===== config.mk =====
export PLATFORM = sky130hd
export DESIGN_NAME = pc_unit
export DESIGN_NICKNAME = d
export VERILOG_FILES = /design/src/rtl/cpu_pkg.sv /design/src/rtl/ras_stack.sv /design/src/rtl/pc_unit.sv
export SDC_FILE = /design/constraint.sdc
export NUM_CORES = 1
export LEC_CHECK = 0
export ABC_AREA = 1
export BUFFER_PORTS_ARGS = -buffer_cell sky130_fd_sc_hd__buf_2
export CORE_ASPECT_RATIO = 0.5
export CORE_UTILIZATION = 65
export DETAILED_ROUTE_END_ITERATION = 12
export PLACE_DENSITY = 0.93
export SYNTH_ARGS = -nofsm -noshare
export SYNTH_HDL_FRONTEND = slang
export SYNTH_SLANG_ARGS = --single-unit
export TNS_END_PERCENT = 30

===== constraint.sdc =====
create_clock -name CLK -period 6.2 [get_ports CLK]
set_clock_uncertainty 0.2 [all_clocks]
set_input_delay 1.24 -clock CLK [delete_from_list [all_inputs] [get_ports CLK]]
set_output_delay 1.24 -clock CLK [all_outputs]
set_load 0.005 [all_outputs]

===== src/rtl/cpu_pkg.sv =====
// Shared processor constants and the next-PC source select used by pc_unit.
package cpu_pkg;

    localparam int unsigned PC_W_DEF      = 32;
    localparam int unsigned OFF_W_DEF     = 8;
    localparam int unsigned STRIDE_DEF    = 4;
    localparam int unsigned OFF_SHIFT_DEF = 2;

    typedef enum logic [2:0] {
        SEL_SEQ,
        SEL_BR,
        SEL_JMP,
        SEL_CALL,
        SEL_RET
    } pc_sel_e;

endpackage


===== src/rtl/ras_stack.sv =====
// Circular return-address stack; a push when full overwrites the oldest entry.
module ras_stack #(
    parameter int unsigned W     = 32,
    parameter int unsigned DEPTH = 4
) (
    input  logic                     clk,
    input  logic                     rst_n,
    input  logic                     push,
    input  logic                     pop,
    input  logic [W-1:0]             push_data,
    output logic [W-1:0]             top,
    output logic [$clog2(DEPTH):0]   count,
    output logic                     overflow,
    output logic                     underflow
);

    localparam int unsigned PtrW = $clog2(DEPTH);
    localparam logic [PtrW:0] DepthCnt = DEPTH[PtrW:0];

    logic [W-1:0]    mem [DEPTH];
    logic [PtrW-1:0] ptr_q;
    logic [PtrW:0]   cnt_q;
    logic            full;
    logic            empty;

    assign full      = (cnt_q == DepthCnt);
    assign empty     = (cnt_q == '0);
    assign top       = mem[ptr_q - PtrW'(1)];
    assign count     = cnt_q;
    assign overflow  = push & full;
    assign underflow = pop & empty;

    // ptr_q points at the next free slot, so it simply wraps when full.
    always_ff @(posedge clk) begin
        if (!rst_n) begin
            ptr_q <= '0;
            cnt_q <= '0;
        end else if (push) begin
            mem[ptr_q] <= push_data;
            ptr_q      <= ptr_q + PtrW'(1);
            if (!full) begin
                cnt_q <= cnt_q + (PtrW + 1)'(1);
            end
        end else if (pop && !empty) begin
            ptr_q <= ptr_q - PtrW'(1);
            cnt_q <= cnt_q - (PtrW + 1)'(1);
        end
    end

endmodule


===== src/rtl/pc_unit.sv =====
// Program counter with branch/jump/call/return select and stall hold.
// Define PC_UNIT_RAS_EN to build the return-address stack; otherwise CALL acts as JUMP.
module pc_unit
    import cpu_pkg::*;
#(
    parameter int unsigned PC_W      = PC_W_DEF,
    parameter int unsigned OFF_W     = OFF_W_DEF,
    parameter int unsigned STRIDE    = STRIDE_DEF,
    parameter int unsigned OFF_SHIFT = OFF_SHIFT_DEF,
    parameter int unsigned RAS_DEPTH = 4
) (
    input  logic                         CLK,
    input  logic                         RESET,
    input  logic                         STALL,
    input  logic [OFF_W-1:0]             RD_OFFSET,
    input  logic                         BRANCHEQ,
    input  logic                         BRANCHNE,
    input  logic                         ZERO,
    input  logic                         JUMP,
    input  logic                         CALL,
    input  logic                         RET,
    output logic [PC_W-1:0]              PC,
    output logic [$clog2(RAS_DEPTH):0]   RAS_COUNT,
    output logic                         RAS_OVERFLOW,
    output logic                         RAS_UNDERFLOW
);

    logic [PC_W-1:0] pc_q;
    logic [PC_W-1:0] pc_next;
    logic [PC_W-1:0] seq;
    logic [PC_W-1:0] off_ext;
    logic [PC_W-1:0] tgt;
    logic [PC_W-1:0] ret_pc;
    logic            taken_br;
    pc_sel_e         sel;

    assign seq      = pc_q + PC_W'(STRIDE);
    assign off_ext  = {{(PC_W - OFF_W){RD_OFFSET[OFF_W-1]}}, RD_OFFSET};
    assign tgt      = seq + (off_ext << OFF_SHIFT);
    assign taken_br = (BRANCHEQ & ZERO) | (BRANCHNE & ~ZERO);

    always_comb begin
        sel = SEL_SEQ;
`ifdef PC_UNIT_RAS_EN
        if (RET) begin
            sel = SEL_RET;
        end else if (CALL) begin
            sel = SEL_CALL;
        end else
`else
        if (CALL) begin
            sel = SEL_JMP;
        end else
`endif
        if (JUMP) begin
            sel = SEL_JMP;
        end else if (taken_br) begin
            sel = SEL_BR;
        end
    end

    always_comb begin
        pc_next = seq;
        unique case (sel)
            SEL_BR, SEL_JMP, SEL_CALL: pc_next = tgt;
            SEL_RET:                   pc_next = ret_pc;
            default:                   pc_next = seq;
        endcase
    end

    always_ff @(posedge CLK) begin
        if (!RESET) begin
            pc_q <= '0;
        end else if (!STALL) begin
            pc_q <= pc_next;
        end
    end

    assign PC = pc_q;

`ifdef PC_UNIT_RAS_EN
    logic [PC_W-1:0]            ras_top;
    logic [$clog2(RAS_DEPTH):0] ras_count;
    logic                       ras_ovf;
    logic                       ras_udf;
    logic                       ovf_q;
    logic                       udf_q;

    // Stall gates push/pop so the stack holds along with the PC.
    ras_stack #(
        .W     (PC_W),
        .DEPTH (RAS_DEPTH)
    ) u_ras (
        .clk       (CLK),
        .rst_n     (RESET),
        .push      (~STALL & (sel == SEL_CALL)),
        .pop       (~STALL & (sel == SEL_RET)),
        .push_data (seq),
        .top       (ras_top),
        .count     (ras_count),
        .overflow  (ras_ovf),
        .underflow (ras_udf)
    );

    assign ret_pc = (ras_count != '0) ? ras_top : seq;

    always_ff @(posedge CLK) begin
        if (!RESET) begin
            ovf_q <= 1'b0;
            udf_q <= 1'b0;
        end else if (!STALL) begin
            ovf_q <= ovf_q | ras_ovf;
            udf_q <= udf_q | ras_udf;
        end
    end

    assign RAS_COUNT     = ras_count;
    assign RAS_OVERFLOW  = ovf_q;
    assign RAS_UNDERFLOW = udf_q;
`else
    logic ret_unused;
    assign ret_unused    = RET;
    assign ret_pc        = seq;
    assign RAS_COUNT     = '0;
    assign RAS_OVERFLOW  = 1'b0;
    assign RAS_UNDERFLOW = 1'b0;
`endif

endmodule


==> run_results.csv <==
group,metric,value,unit
status,outcome,"completed",
timing,rsz0062_at_grt,"no",
cts,cts-buffers-inserted,5,
die,die-width,120,um
cts,clock_latency,0.28,ns
synth,synth.distinct_cells,43,
timing,max_freq,285,MHz
detailed_routing,viasPerCell,5.63,
placement,hpwl,10700,um
placement,place_congestion,0.989,
die,io_pins,54,
placement,dpl_worst_slack,2.51,ns
synth,synthFlopType,"dfxtp_1",
pwr,p_total,0.963,mW
cts,clkTransAtPathRegs,0.06,ns
layout,largest_reg_flops,30,
global_route,grt.total_usage,0.375,
layout,diodes,0,
detailed_routing,vias,5329,
synth,synth_top_area_frac,0.225,
cts,postCtsHoldBufs,0,
synth,yosysSeqAreaShare,0.132,
synth,yosysTopAreaCell,"nand2_1",
worst_setup_path,end_kind,"register",
synth,async_flop_share,0,
worst_setup_path,crit_fanout,31,
cts,cts.path.max_buffers,2,
detailed_routing,drt_pass1_iterations,11,
cts,clock-sinks,30,
global_route,grt_pass1_wl,21000,um
pwr,ir_worst_vdd,0.129,mV
detailed_routing,drc_errors,0,
die,row_count,21,
flow_run,max_cap_violations,0,
timing,setup_viol,0,
synth,syn_area,4540,um2
pwr,power.leakage,2.79,nW
synth,syn_area_per_cell,5.57,um2
timing,slew_viol_final,0,
die,die_h,61.1,um
timing,worst_slack,2.70,ns
detailed_routing,wl_per_cell,14.6,um
cts,h-tree-depth,2,
min_path,hold_path_depth,2,
synth,synthCells,815,
detailed_routing,drt-initial-drc-count,668,
worst_setup_path,worst-r2r-cell-count,16,
detailed_routing,ant_nets,0,
layout,final_common_cell,"nand2_1",
placement,dpl.cell_count,938,
cts,cts_resized,0,
layout,drive_above_1_share,0.112,
pwr,p_per_area,194,nW/um2
layout,fillCellCount,607,
timing,tightest_slew,1.20,ns
global_route,grt_pass1_vias,4418,
min_path,min_path_type,"register to register",
cts,cts_tree,"built",
die,initial_core_util,0.675,
worst_setup_path,critPathLaunchType,"primary input",
layout,final_nets,908,
global_route,grt_max_degree,52,
timing,finalCritPeriodShare,0.565,
global_route,grt-ovfl-total,0,
synth,ys_seq_elements,30,
die,core-area,6730,um2
placement,port_buffers,45,
worst_setup_path,crit_required,6.22,ns
die,die_area,7340,um2
global_route,antenna_found_initial,0,
layout,final_cells,946,
worst_setup_path,cp.arrival,3.52,ns
synth,synth-edff-count,0,
layout,final_cell_mix,"272 x nand2_1, 122 x inv_1, 72 x nand3_1, 68 x nor2_1, 46 x a21oi_1",
synth,synth_area_leaders,"nand2_1 22%, dfxtp_1 13%, ha_1 10%",
cts,cts_root_buf,"clkbuf_16",
timing,final.setup.tns,0,ns
detailed_routing,wl,13800,um
cts,post_cts_buffers,0,
timing,slew_headroom,0.200,
layout,area_delta_synth_final,9.29,%
worst_setup_path,critical_path_class,"primary input to register",
synth,ys_warn_count,0,
timing,fin_crit,3.50,ns
timing,finalHoldViolations,0,
## synth_stat cells, types with 6 or more instances
cell,n
a21oi_1,46
a31oi_1,10
and2_1,6
buf_4,7
clkbuf_1,8
dfxtp_1,30
ha_1,37
inv_1,122
nand2_1,272
nand2_2,6
nand3_1,72
nand4_1,6
nor2_1,68
nor2_2,6
nor3_1,7
o21ai_0,35
or2_2,9
xor2_1,13
## kinds of logic after synthesis
group	Yosys count	share of synthesized area
flip-flops	30	0.132
AO/OA/AOI/OAI	107	0.129
buffers and inverters	147	0.130
AND/OR/NAND/NOR	472	0.459
adder cells (fa/ha/maj)	38	0.106
XOR/XNOR	20	0.0419
other	1	0.000826
## final timing paths
path                                           from                   to  slack (ns)
worst min register to register  PC[20]$_SDFFE_PN0N_  PC[20]$_SDFFE_PN0N_        0.33
worst min-delay path            PC[20]$_SDFFE_PN0N_  PC[20]$_SDFFE_PN0N_        0.33
worst max-delay path                   RD_OFFSET[7]  PC[23]$_SDFFE_PN0N_        2.70
worst max register to register  PC[11]$_SDFFE_PN0N_  PC[23]$_SDFFE_PN0N_        2.73
## through the flow
step / area (um2) / util / hold slack (ns)
floorplan: 4560 / - / 0.296
global placement: 4790 / 0.713 / 0.302
detailed placement: 4790 / 0.713 / 0.313
CTS: 4960 / 0.737 / 0.321
global route: 4960 / 0.737 / 0.361
finish: 4960 / 0.737 / 0.326
## routing by layer
layer	part of all wire	wire [um]	GRT usage	up-vias
met1	0.43	6020	0.521	2363
li1	-	-	-	2650
met5	0	0	0	-
met3	0.12	1600	0.0741	25
met4	0.019	262	0.0911	0
met2	0.43	5960	0.609	291
## worst max-delay path, stage by stage
cell and delay [ns]:
buf_2 0.52, ha_1 0.31, nand2_1 0.12, nor2_1 0.31
inv_1 0.08, nor2_1 0.09, nand2_1 0.06, nand2_1 0.23
nand3_1 0.15, nand3_1 0.10, nand3_1 0.11, a21oi_2 0.17
## power by group
part	total [mW]	internal (mW)	switching [mW]
combinational	0.430	0.156	0.274
sequential	0.247	0.214	0.0329
clock	0.286	0.188	0.0979
total	0.963	0.559	0.405
## cell type report
cell class	instances	area, um2	share of cell area
multi-input combinational	644	3370	0.679
sequential	30	601	0.121
inverter	125	469	0.0946
timing repair buffer	47	240	0.0484
clock buffer	5	125	0.0252
tap	92	115	0.0232
clock inverter	3	40.0	0.00807
(Power assumes the default switching activity.)
